$ cat src/rtl/lcm_unit.sv
// LCM stage fed by the upstream GCD block: lcm = (inA / gcd) * inB using a
// 16-step restoring divider followed by a 16-step shift-add multiplier.
module lcm_unit #(
    parameter int WIDTH = 16
) (
    input  logic               clk,
    input  logic               rst,
    input  logic               start,
    input  logic [WIDTH-1:0]   inA,
    input  logic [WIDTH-1:0]   inB,
    input  logic [WIDTH-1:0]   gcd,
    output logic [2*WIDTH-1:0] lcm,
    output logic               busy,
    output logic               done,
    output logic               err
);

    localparam int CW = $clog2(WIDTH);
    localparam logic [CW-1:0] LAST_STEP = CW'(WIDTH - 1);

    typedef enum logic [1:0] {
        IDLE,
        DIV,
        MUL,
        DONE
    } state_t;

    state_t state, nextState;

    // regA holds the dividend during DIV; quotient bits shift in behind it,
    // so by MUL it holds the quotient and serves as the multiplier.
    logic [WIDTH-1:0]   regA;
    logic [WIDTH-1:0]   regG;
    logic [WIDTH:0]     rem;
    logic [2*WIDTH-1:0] acc;
    logic [2*WIDTH-1:0] mcand;
    logic [CW-1:0]      step;

    logic               zeroIn;
    logic               lastStep;
    logic [WIDTH:0]     remShift;
    logic               remGe;
    logic [WIDTH:0]     remNext;
    logic [2*WIDTH-1:0] accNext;

    assign zeroIn   = (inA == '0) || (inB == '0) || (gcd == '0);
    assign lastStep = (step == LAST_STEP);
    assign remShift = (rem << 1) | {{WIDTH{1'b0}}, regA[WIDTH-1]};
    assign remGe    = (remShift >= {1'b0, regG});
    assign remNext  = remGe ? (remShift - {1'b0, regG}) : remShift;
    assign accNext  = regA[0] ? (acc + mcand) : acc;

    assign busy = (state != IDLE);
    assign done = (state == DONE);

    always_ff @(posedge clk or posedge rst) begin
        if (rst) begin
            state <= IDLE;
        end else begin
            state <= nextState;
        end
    end

    always_comb begin
        nextState = state;
        case (state)
            IDLE: begin
                if (start) begin
                    nextState = zeroIn ? DONE : DIV;
                end
            end
            DIV: begin
                if (lastStep) begin
                    nextState = MUL;
                end
            end
            MUL: begin
                if (lastStep) begin
                    nextState = DONE;
                end
            end
            DONE: begin
                nextState = IDLE;
            end
            default: begin
                nextState = IDLE;
            end
        endcase
    end

    // lcm is loaded on the final MUL edge so it is already valid while done is high.
    always_ff @(posedge clk or posedge rst) begin
        if (rst) begin
            regA  <= '0;
            regG  <= '0;
            rem   <= '0;
            acc   <= '0;
            mcand <= '0;
            step  <= '0;
            lcm   <= '0;
            err   <= 1'b0;
        end else begin
            case (state)
                IDLE: begin
                    if (start) begin
                        regA  <= inA;
                        regG  <= gcd;
                        mcand <= {{WIDTH{1'b0}}, inB};
                        rem   <= '0;
                        acc   <= '0;
                        step  <= '0;
                        lcm   <= '0;
                        err   <= (gcd == '0);
                    end
                end
                DIV: begin
                    rem  <= remNext;
                    regA <= {regA[WIDTH-2:0], remGe};
                    step <= step + CW'(1);
                    if (lastStep && (remNext != '0)) begin
                        err <= 1'b1;
                    end
                end
                MUL: begin
                    acc   <= accNext;
                    mcand <= mcand << 1;
                    regA  <= regA >> 1;
                    step  <= step + CW'(1);
                    if (lastStep) begin
                        lcm <= err ? '0 : accNext;
                    end
                end
                default: begin
                end
            endcase
        end
    end

endmodule

$ cat config.mk
export PLATFORM = sky130hd
export DESIGN_NAME = lcm_unit
export DESIGN_NICKNAME = d
export VERILOG_FILES = /design/src/rtl/lcm_unit.sv
export SDC_FILE = /design/constraint.sdc
export NUM_CORES = 1
export LEC_CHECK = 0
export CAP_MARGIN = 20
export CELL_PAD_IN_SITES_DETAIL_PLACEMENT = 1
export CELL_PAD_IN_SITES_GLOBAL_PLACEMENT = 1
export CORE_ASPECT_RATIO = 1.4
export CORE_UTILIZATION = 54
export CTS_CLUSTER_DIAMETER = 40
export DETAILED_ROUTE_END_ITERATION = 16
export DONT_BUFFER_PORTS = 1
export GPL_TIMING_DRIVEN = 0
export PLACE_DENSITY_LB_ADDON = 0.1
export SYNTH_ARGS = -nofsm -noshare
export SYNTH_HDL_FRONTEND = slang
export SYNTH_SLANG_ARGS = --single-unit
$ cat constraint.sdc
create_clock -name clk -period 8.7 [get_ports clk]
set_clock_uncertainty 0.1 [all_clocks]
set_input_delay 0.435 -clock clk [delete_from_list [all_inputs] [get_ports clk]]
set_output_delay 0.435 -clock clk [all_outputs]
set_load 0.1 [all_outputs]
==> results of run 1 <==
==> layout make-up <==
cell class	instances	area, µm²
Fill cell	1924	6620
Sequential cell	151	3780
Tap cell	203	254
Clock buffer	22	464
Timing Repair Buffer	3	42.5
Buffer	52	201
Clock inverter	10	144
Inverter	32	125
Multi-Input combinational cell	769	5120
==> sequential cells by signal (all words and copies together) (netlist names) <==
name	count
step	4
regA	16
lcm	32
rem	16
err	1
mcand	32
regG	16
state	2
acc	32
==> path summary, 6_finish.rpt <==
kind,from,depth (start not counted),end,slack (ns)
min reg2reg,regG[4]$_DFFE_PP0P_,1,regG[4]$_DFFE_PP0P_,0.41
max,regA[15]$_DFFE_PP0P_,13,err$_DFFE_PP0P_,4.70
max in group asynchronous,rst,3,mcand[20]$_DFFE_PP0P_,7.11
max reg2reg,regA[15]$_DFFE_PP0P_,13,err$_DFFE_PP0P_,4.70
min,gcd[1],1,regG[1]$_DFFE_PP0P_,0.05
min in group asynchronous,rst,2,regA[9]$_DFFE_PP0P_,0.59
==> power by group through the flow <==
stage	clock network, W	registers (W)	logic (W)
final	0.000777	0.00137	0.00222
after global routing	0.000807	0.00140	0.00244
after CTS	0.000785	0.00137	0.00221
after detailed placement	0	0.00138	0.00217
after global placement	0	0.00137	0.00211
after floorplan	0	0.00130	0.00161
==> stage by stage <==
step                hold WS [ns]  cells  worst slack (ns)  area, µm²
floorplan                  0.359   1004              4.10       9220
global placement           0.390   1207              2.36       9480
detailed placement         0.392   1208              4.76       9510
CTS                       0.0450   1241              4.67      10100
global route              0.0528   1242              4.50      10100
finish                    0.0501   1242              4.70      10100
==> cells by family after synthesis <==
group,synth area share [%]
xor+xnor,3.61
fa+ha+maj,7.63
compound gates,21.6
buf+inv,3.49
mux,7.26
flops,41.0
simple gates,15.4
==> critical path, cell delays in order, from the launching register on <==
cell      delay, ns
dfrtp_1        0.46
inv_1          0.09
ha_1           0.17
inv_1          0.06
fa_1           0.40
a21o_1         0.20
a21oi_1        0.28
o211ai_1       0.21
a31oi_1        0.46
o21ai_0        0.19
xnor2_1        0.20
or3_1          0.37
o41ai_1        0.50
a31oi_1        0.16
==> layer usage <==
metal  routed length [µm]  track usage (%)  share of wire, %  vias to the layer above
met4                 1360             17.6               4.8                        0
met3                  927             5.34               3.3                       84
met2                15000             62.2                53                      191
met5                    0                0                 0                        -
li1                     -                -                 -                     3721
met1                11100             37.5                39                     4030
==> cell usage in the layout, fill, tap and decap left out, types with 21 or more instances in the layout <==
cell	netlist	routed
a22o_1	27	27
xnor2_1	25	25
dfrtp_1	151	151
ha_1	53	53
nor2_1	63	63
nand2_1	143	143
a21oi_1	67	67
mux2_2	27	27
inv_1	30	29
o21ai_0	87	87
mux2i_1	35	35
a21o_1	21	21
clkbuf_1	44	47
o31ai_1	21	21
==> timing repair <==
item | in CTS | in global routing
endpoints found under the hold margin | 8 | 0
setup buffers | 0 | 0
gates resized for setup | 0 | 0
hold buffers | 1 | 0
==> impl_metrics.toml, run 1 <==
[logic_synthesis]
ys.flop_type = "dfrtp_1"
yosys.cell_count.top_type = "dfrtp_1"
synth_edf_count = 0
synth_area_leaders = "dfrtp_1 (41%), ha_1 (7.2%), nand2_1 (5.8%)"
synthTopCellsByCount = "dfrtp_1 (151), nand2_1 (143), o21ai_0 (87), a21oi_1 (67), nor2_1 (63)"
seq_area_frac_synth_pct = 41.0
synthesis.area_um2 = 9220
synthCells = 1004
synth.net_count = 1110
ys_warn_count = 0
yosys.cell_types.count = 67
synth_seq_cells = 151
syn_avg_cell_area_um2 = 9.18
synth_top_area_share_pct = 41.0
synth_largest_area_cell = "dfrtp_1"
async_flop_share_pct = 100

[route]
ant_nets = 0
via_count = 8026
initialDrtViolationCount = 323
drtPass1Iterations = 4
route.detailed.drc = 0
vias_per_cell = 6.46
wl_mm = 28.4
wl_per_cell_um = 22.9

[setup_path]
path_class = "reg -> reg"
end_kind = "flip-flop"
critPathArrivalTime_ns = 4.19
startpoint_type = "flip-flop"
crit_required_ns = 8.89
path_max_fanout = 5

[timing]
final.setup.tns_ns = 0
setup-violations-final = 0
max_freq_mhz = 250
final.min_clock_period_ns = 4.00
period_share_pct = 45.9
hold_viol_final = 0
slew_viol_final = 0
relSlewSlack_pct = 31.5
worst_pin_slew_ns = 1.03
rsz0062_at_grt = "no"

[cts]
clk_path_buf_depth = 2
root_buffer = "clkbuf_16"
cts-buffers-inserted = 17
cts_tree = "yes"
clock_latency_ns = 0.43
cts.sinks = 151
htreeDepth = 4
clk_pin_slew_ns = 0.06

[place]
hpwl_mm = 20.8
io_buffers = 0
gp_congestion = 0.918

[global_route]
overflow = 0
antenna_found_initial = 0
grt_pass1_wl_mm = 45.7
first_global_vias = 8645
grt_usage_pct = 33.8
grt_max_degree = 97

[die]
design.die.area_um2 = 17600
rows = 56
ios = 86
die_w_um = 112
core_um2 = 16700
die_y_um = 157
start_util_pct = 55.1

[power]
power_switching_w = 0.00222
intPower_w = 0.00215
clkPwrFrac_pct = 17.8
p_sw_share_pct = 50.9
vdd_drop_max_uv = 271
seqPwrFrac_pct = 31.4
power.total_w = 0.00437
power_density_nw_per_um2 = 431
comb_power_share_pct = 50.8
power_leakage_nw = 4.68

[min_path]
worstHoldPathType = "in -> reg"

[layout]
n_antenna_cell = 0
fin_util_pct = 60.5
drive_gt1_share_pct = 7.51
fin_nets = 1132
syn_to_final_growth_pct = 9.86

[run_status]
status = "complete, no violations"

[flow_run]
cap_violations = 0
(Power assumes the default switching activity.)
==> run 2, diff against run 1 <==
- CORE_UTILIZATION: 54 -> 45
- clock period: 8.7 -> 3.2 ns (I/O delays scaled with it)
==> run 2 against run 1 <==
  * The flow now finishes with violations (setup timing)
  * Cell count is 11% higher
  * Fmax rose by 15%
  * Final area up 13%
  * Register-to-register slack got worse by 5.0 ns
  * Count of clock-buffer cells in the layout down 5
  * Flip-flop and latch count is the same
  * Critical path depth up 1
  * Total power grew to 2.9 times the previous value
  * Routed wire length increased by 12%
  * First-iteration DRC count rose by 13%
  * Largest cell class unchanged
  * Highest routed layer unchanged
==> impl_metrics.toml, run 2 (synthesis gave the netlist of run 1 again) <==
[run_status]
status = "finished, violations left"
violations = "setup timing"

[setup_path]
end_kind = "flip-flop"
r2r_start = "regA[15]$_DFFE_PP0P_"
crit_family = "compound AO/OA/AOI/OAI gates"
startpoint_type = "flip-flop"
r2r_slack_ns = -0.27
cpMostUsedCell = "inv_2"
crit_path_top_delay_cell = "dfrtp_2"
path_max_fanout = 5
critPathMaxStageDelay_ns = 0.45
crit_required_ns = 3.41
path_class = "reg -> reg"
crit_cells = 14
path_buf_inv = 3
cp_cell_sequence = "inv_2 -> ha_4 -> inv_2 -> fa_2 -> a21o_1 -> a21oi_2 -> o211ai_1 -> buf_4 -> a31oi_2 -> o21ai_1 -> xnor2_1 -> or3_4 -> o41ai_4 -> a31oi_1"
critPathArrivalTime_ns = 3.68
r2r-end = "err$_DFFE_PP0P_"
r2r_cells = 14

[cts]
clk_path_buf_depth = 2
clk_pin_slew_ns = 0.07
cts_tree = "yes"
cts-buffers-inserted = 17
clock_latency_ns = 0.44
root_buffer = "clkbuf_16"
cts.sinks = 151
htreeDepth = 4

[route]
drtPass1Iterations = 5
via_count = 8434
ant_nets = 0
route.detailed.drc = 0
wl_per_cell_um = 22.9
wl_mm = 31.7
vias_per_cell = 6.10
initialDrtViolationCount = 365

[global_route]
grt_max_degree = 41
overflow = 0
first_global_vias = 9053
grt_pass1_wl_mm = 49.1
antenna_found_initial = 0
grt_usage_pct = 30.9

[timing]
final.min_clock_period_ns = 3.47
setup-violations-final = 3
hold_viol_final = 0
slew_viol_final = 0
final.setup.tns_ns = -0.358
relSlewSlack_pct = 30.1
max_freq_mhz = 288
rsz0062_at_grt = "yes"
fin_ws_ns = -0.266
period_share_pct = 108
worst_pin_slew_ns = 1.05

[layout]
final_cell_mix = "dfrtp_1 (149), nand2_1 (142), o21ai_0 (73), nor2_1 (60), a21oi_1 (57)"
final_common_cell = "dfrtp_1"
fin_util_pct = 57.4
fin_nets = 1224
drive_gt1_share_pct = 17.2
syn_to_final_growth_pct = 24.5
reg.largest.list = "acc x32, lcm x32, mcand x32"
stdcell_count = 1383
n_antenna_cell = 0
nFillCells = 2278

[power]
power_leakage_nw = 5.13
power_density_nw_per_um2 = 1110
power.total_w = 0.0127
vdd_drop_max_uv = 578

[place]
gp_congestion = 0.932
hpwl_mm = 21.9
dp.cells = 1261
dp_slack_ns = -0.555
io_buffers = 0

[die]
design.die.area_um2 = 21100
die_w_um = 123
start_util_pct = 46.1
ios = 86
die_y_um = 171
core_um2 = 20000
rows = 61

[min_path]
hold_start = "start"
worstHoldPathType = "in -> reg"
hold-path-cell-count = 4
hold_end = "mcand[15]$_DFFE_PP0P_"

[flow_run]
cap_violations = 0
==> run 2: worst max path at each step <==
stage | to | from | slack, ns
3_5_place_dp | err$_DFFE_PP0P_ | regG[1]$_DFFE_PP0P_ | -0.55
6_report | err$_DFFE_PP0P_ | regA[15]$_DFFE_PP0P_ | -0.27
5_1_grt | err$_DFFE_PP0P_ | regA[15]$_DFFE_PP0P_ | -0.38
3_3_place_gp | lcm[25]$_DFFE_PP0P_ | state[0]$_DFFE_PP0P_ | -0.81
2_1_floorplan | acc[31]$_DFFE_PP0P_ | acc[10]$_DFFE_PP0P_ | 0.06
4_1_cts | lcm[30]$_DFFE_PP0P_ | acc[0]$_DFFE_PP0P_ | -0.10
==> run 2: what timing repair did <==
item                                    4_1_cts  5_1_grt
pin swaps                                    18       28
endpoints found under the setup margin       70       38
cloned                                        1        1
resized for setup                            52       63
setup buffers                                15       27
hold buffers                                 51        0
hold endpoints to repair                    161        0
==> run 2: routing by layer <==
| layer | vias up | track usage, % | wire length [µm] |
|---|---|---|---|
| met1 | 4262 | 32.9 | 12000 |
| met4 | 0 | 14.1 | 1350 |
| met2 | 196 | 58.2 | 17200 |
| li1 | 3899 | - | - |
| met3 | 77 | 5.50 | 1140 |
| met5 | - | 0 | 0 |
==> run 2: final cells by class <==
class | instances | area [µm²] | area share, %
clock buffer | 17 | 425 | 3.71
multi-input combinational | 769 | 5580 | 48.6
tap | 252 | 315 | 2.75
timing repair buffer | 100 | 945 | 8.23
inverter | 32 | 124 | 1.08
sequential | 151 | 3780 | 32.9
clock inverter | 15 | 116 | 1.01
buffer | 47 | 199 | 1.73
==> run 2: report_power, final <==
part | internal (W) | switching (W)
Clock | 0.00100 | 0.000892
Combinational | 0.00271 | 0.00435
Sequential | 0.00250 | 0.00129
==> run 2: worst min-delay path, cell delays in order <==
cell	delay [ns]
nand2_1	0.13
a21oi_4	0.13
nor2_1	0.14
a21oi_1	0.05
==> run 2: stage by stage <==
step           hold slack [ns]  cell area [µm²]
6_report                 0.110            11500
5_1_grt                  0.120            11500
4_1_cts                 0.0634            11000
3_5_place_dp            -0.178             9630
3_3_place_gp             0.210             9540
2_1_floorplan            0.205             9230
==> run 3, diff against run 2 <==
- CORE_UTILIZATION: 45 -> 29
==> run 3 against run 2 <==
  * The run ends with DRC, setup timing left
  * Die area up 54%
  * Non-clock buffer count down 7
  * Core utilization down 19 points
  * Total power up 2.3%
  * Clock power up 17%
  * Worst hold slack worse by 0.018 ns
  * Sequential power about the same
  * Fmax up 6.8%
  * Largest cell class unchanged
  * Largest power group unchanged
==> impl_metrics.toml, run 3 (synthesis gave the netlist of run 1 again) <==
[place]
dpl-instance-area_um2 = 9800
gp_congestion = 0.840
io_buffers = 0
hpwl_mm = 24.0

[timing]
fin_ws_ns = -0.0456
slew_viol_final = 0
period_share_pct = 101
final.setup.tns_ns = -0.218
relSlewSlack_pct = 30.0
final.min_clock_period_ns = 3.25
hold_ws_ns = 0.0920
rsz0062_at_grt = "yes"
hold_viol_final = 0
worst_pin_slew_ns = 1.05
max_freq_mhz = 308
setup-violations-final = 10

[route]
drtPass1Iterations = 14
vias_per_cell = 5.35
wl_mm = 32.6
wl_per_cell_um = 21.6
initialDrtViolationCount = 284
route.detailed.drc = 4
ant_nets = 0
via_count = 8095

[power]
intPower_w = 0.00658
power_switching_w = 0.00646
seqPwrFrac_pct = 29.0
vdd_drop_max_uv = 397
p_sw_share_pct = 49.5
comb_power_share_pct = 53.9
power.total_w = 0.0130
power_density_nw_per_um2 = 1100
power_leakage_nw = 5.18
clkPwrFrac_pct = 17.1

[layout]
fin_util_pct = 38.1
final_cell_mix = "dfrtp_1 (144), nand2_1 (143), o21ai_0 (75), nor2_1 (59), a21oi_1 (54)"
n_antenna_cell = 0
fin_nets = 1217
syn_to_final_growth_pct = 28.0
reg.largest.list = "acc x32, lcm x32, mcand x32"
final_common_cell = "dfrtp_1"
fin_area_um2 = 11800
drive_gt1_share_pct = 17.5

[min_path]
worstHoldPathType = "in -> reg"

[global_route]
grtUsageMet2_pct = 40.6
grt_usage_pct = 21.0
grtUsageMet3_pct = 3.69
grt_busiest_layer = "met2"
first_global_vias = 8993
grtUsageMet1_pct = 23.1
grt_pass1_wl_mm = 51.9
overflow = 0
antenna_found_initial = 0
grt_max_degree = 38

[run_status]
violations = "DRC, setup timing"
status = "finished, violations left"

[die]
die_w_um = 153
core_um2 = 31000
rows = 76
ios = 86
design.die.area_um2 = 32500
die_y_um = 213
start_util_pct = 29.7

[cts]
cts_tree = "yes"
htreeDepth = 4
root_buffer = "clkbuf_16"
cts.sinks = 151
cts-buffers-inserted = 17
clock_latency_ns = 0.44
clk_pin_slew_ns = 0.07
clk_path_buf_depth = 2

[flow_run]
cap_violations = 0

[setup_path]
startpoint_type = "flip-flop"
path_max_fanout = 5
path_class = "reg -> reg"
r2r_slack_ns = -0.05
end_kind = "flip-flop"
crit_required_ns = 3.41
critPathArrivalTime_ns = 3.46
run 3: cell types whose count changed in the layout (fill, tap and decap cells not counted), sizes merged:
cell         before  now
buf              56   48
dlygate4sd3      51   50
clkbuf           57   62
inv              36   31
clkinvlp          4    3
bufinv            0    4
clkinv            7    6
run 3: worst paths after layout:
kind,cells past startpoint,endpoint,from
worst max-delay path,12,err$_DFFE_PP0P_,rem[0]$_DFFE_PP0P_
worst min-delay path,4,mcand[15]$_DFFE_PP0P_,start
worst max register to register,12,err$_DFFE_PP0P_,rem[0]$_DFFE_PP0P_
worst min register to register,1,regG[14]$_DFFE_PP0P_,regG[14]$_DFFE_PP0P_
max in group asynchronous,4,rem[0]$_DFFE_PP0P_,rst
min in group asynchronous,2,lcm[7]$_DFFE_PP0P_,rst
run 3: area by class of cell:
cell class	count	area, µm²
buffer	47	230
timing repair buffer	93	920
clock inverter	12	173
fill	3566	19200
inverter	32	124
sequential	151	3790
clock buffer	20	457
tap	390	488
multi-input combinational	769	5630
run 3: what timing repair did:
| action | in CTS | in global routing |
|---|---|---|
| setup buffers | 28 | 10 |
| pin swaps | 30 | 23 |
| endpoints found under the hold margin | 72 | 0 |
| gates resized for setup | 76 | 54 |
| hold buffers | 50 | 0 |
| endpoints found under the setup margin | 70 | 52 |
| gates cloned | 0 | 2 |
run 3: worst max-delay path: stages, from the launching register on:
cell and delay [ns]:
dfrtp_2 0.43, ha_4 0.25, nor2b_4 0.12, o31a_1 0.32, a21o_1 0.23, or2_4 0.26
a311o_1 0.43, a41oi_4 0.37, buf_6 0.18, buf_12 0.12, nand4_1 0.08, o41ai_2 0.09
a31oi_1 0.12
run 3: power groups by stage:
stage | combinational [W] | clock (W) | sequential [W]
final | 0.00703 | 0.00223 | 0.00378
after global routing | 0.00780 | 0.00234 | 0.00386
after CTS | 0.00673 | 0.00229 | 0.00376
after detailed placement | 0.00612 | 0 | 0.00377
after global placement | 0.00604 | 0 | 0.00377
after floorplan | 0.00438 | 0 | 0.00354
run 3: routing by layer:
metal  wire [µm]  share of wire [%]
met4         603                1.8
met5           0                  0
met3        1000                3.1
met2       17800                 54
met1       13300                 41
run 3: stage by stage:
| step | setup WS, ns | instances |
|---|---|---|
| global placement | -1.18 | 1394 |
| detailed placement | -0.815 | 1398 |
| global route | -0.132 | 1514 |
| floorplan | 0.0580 | 1004 |
| CTS | -0.140 | 1505 |
| finish | -0.0456 | 1514 |
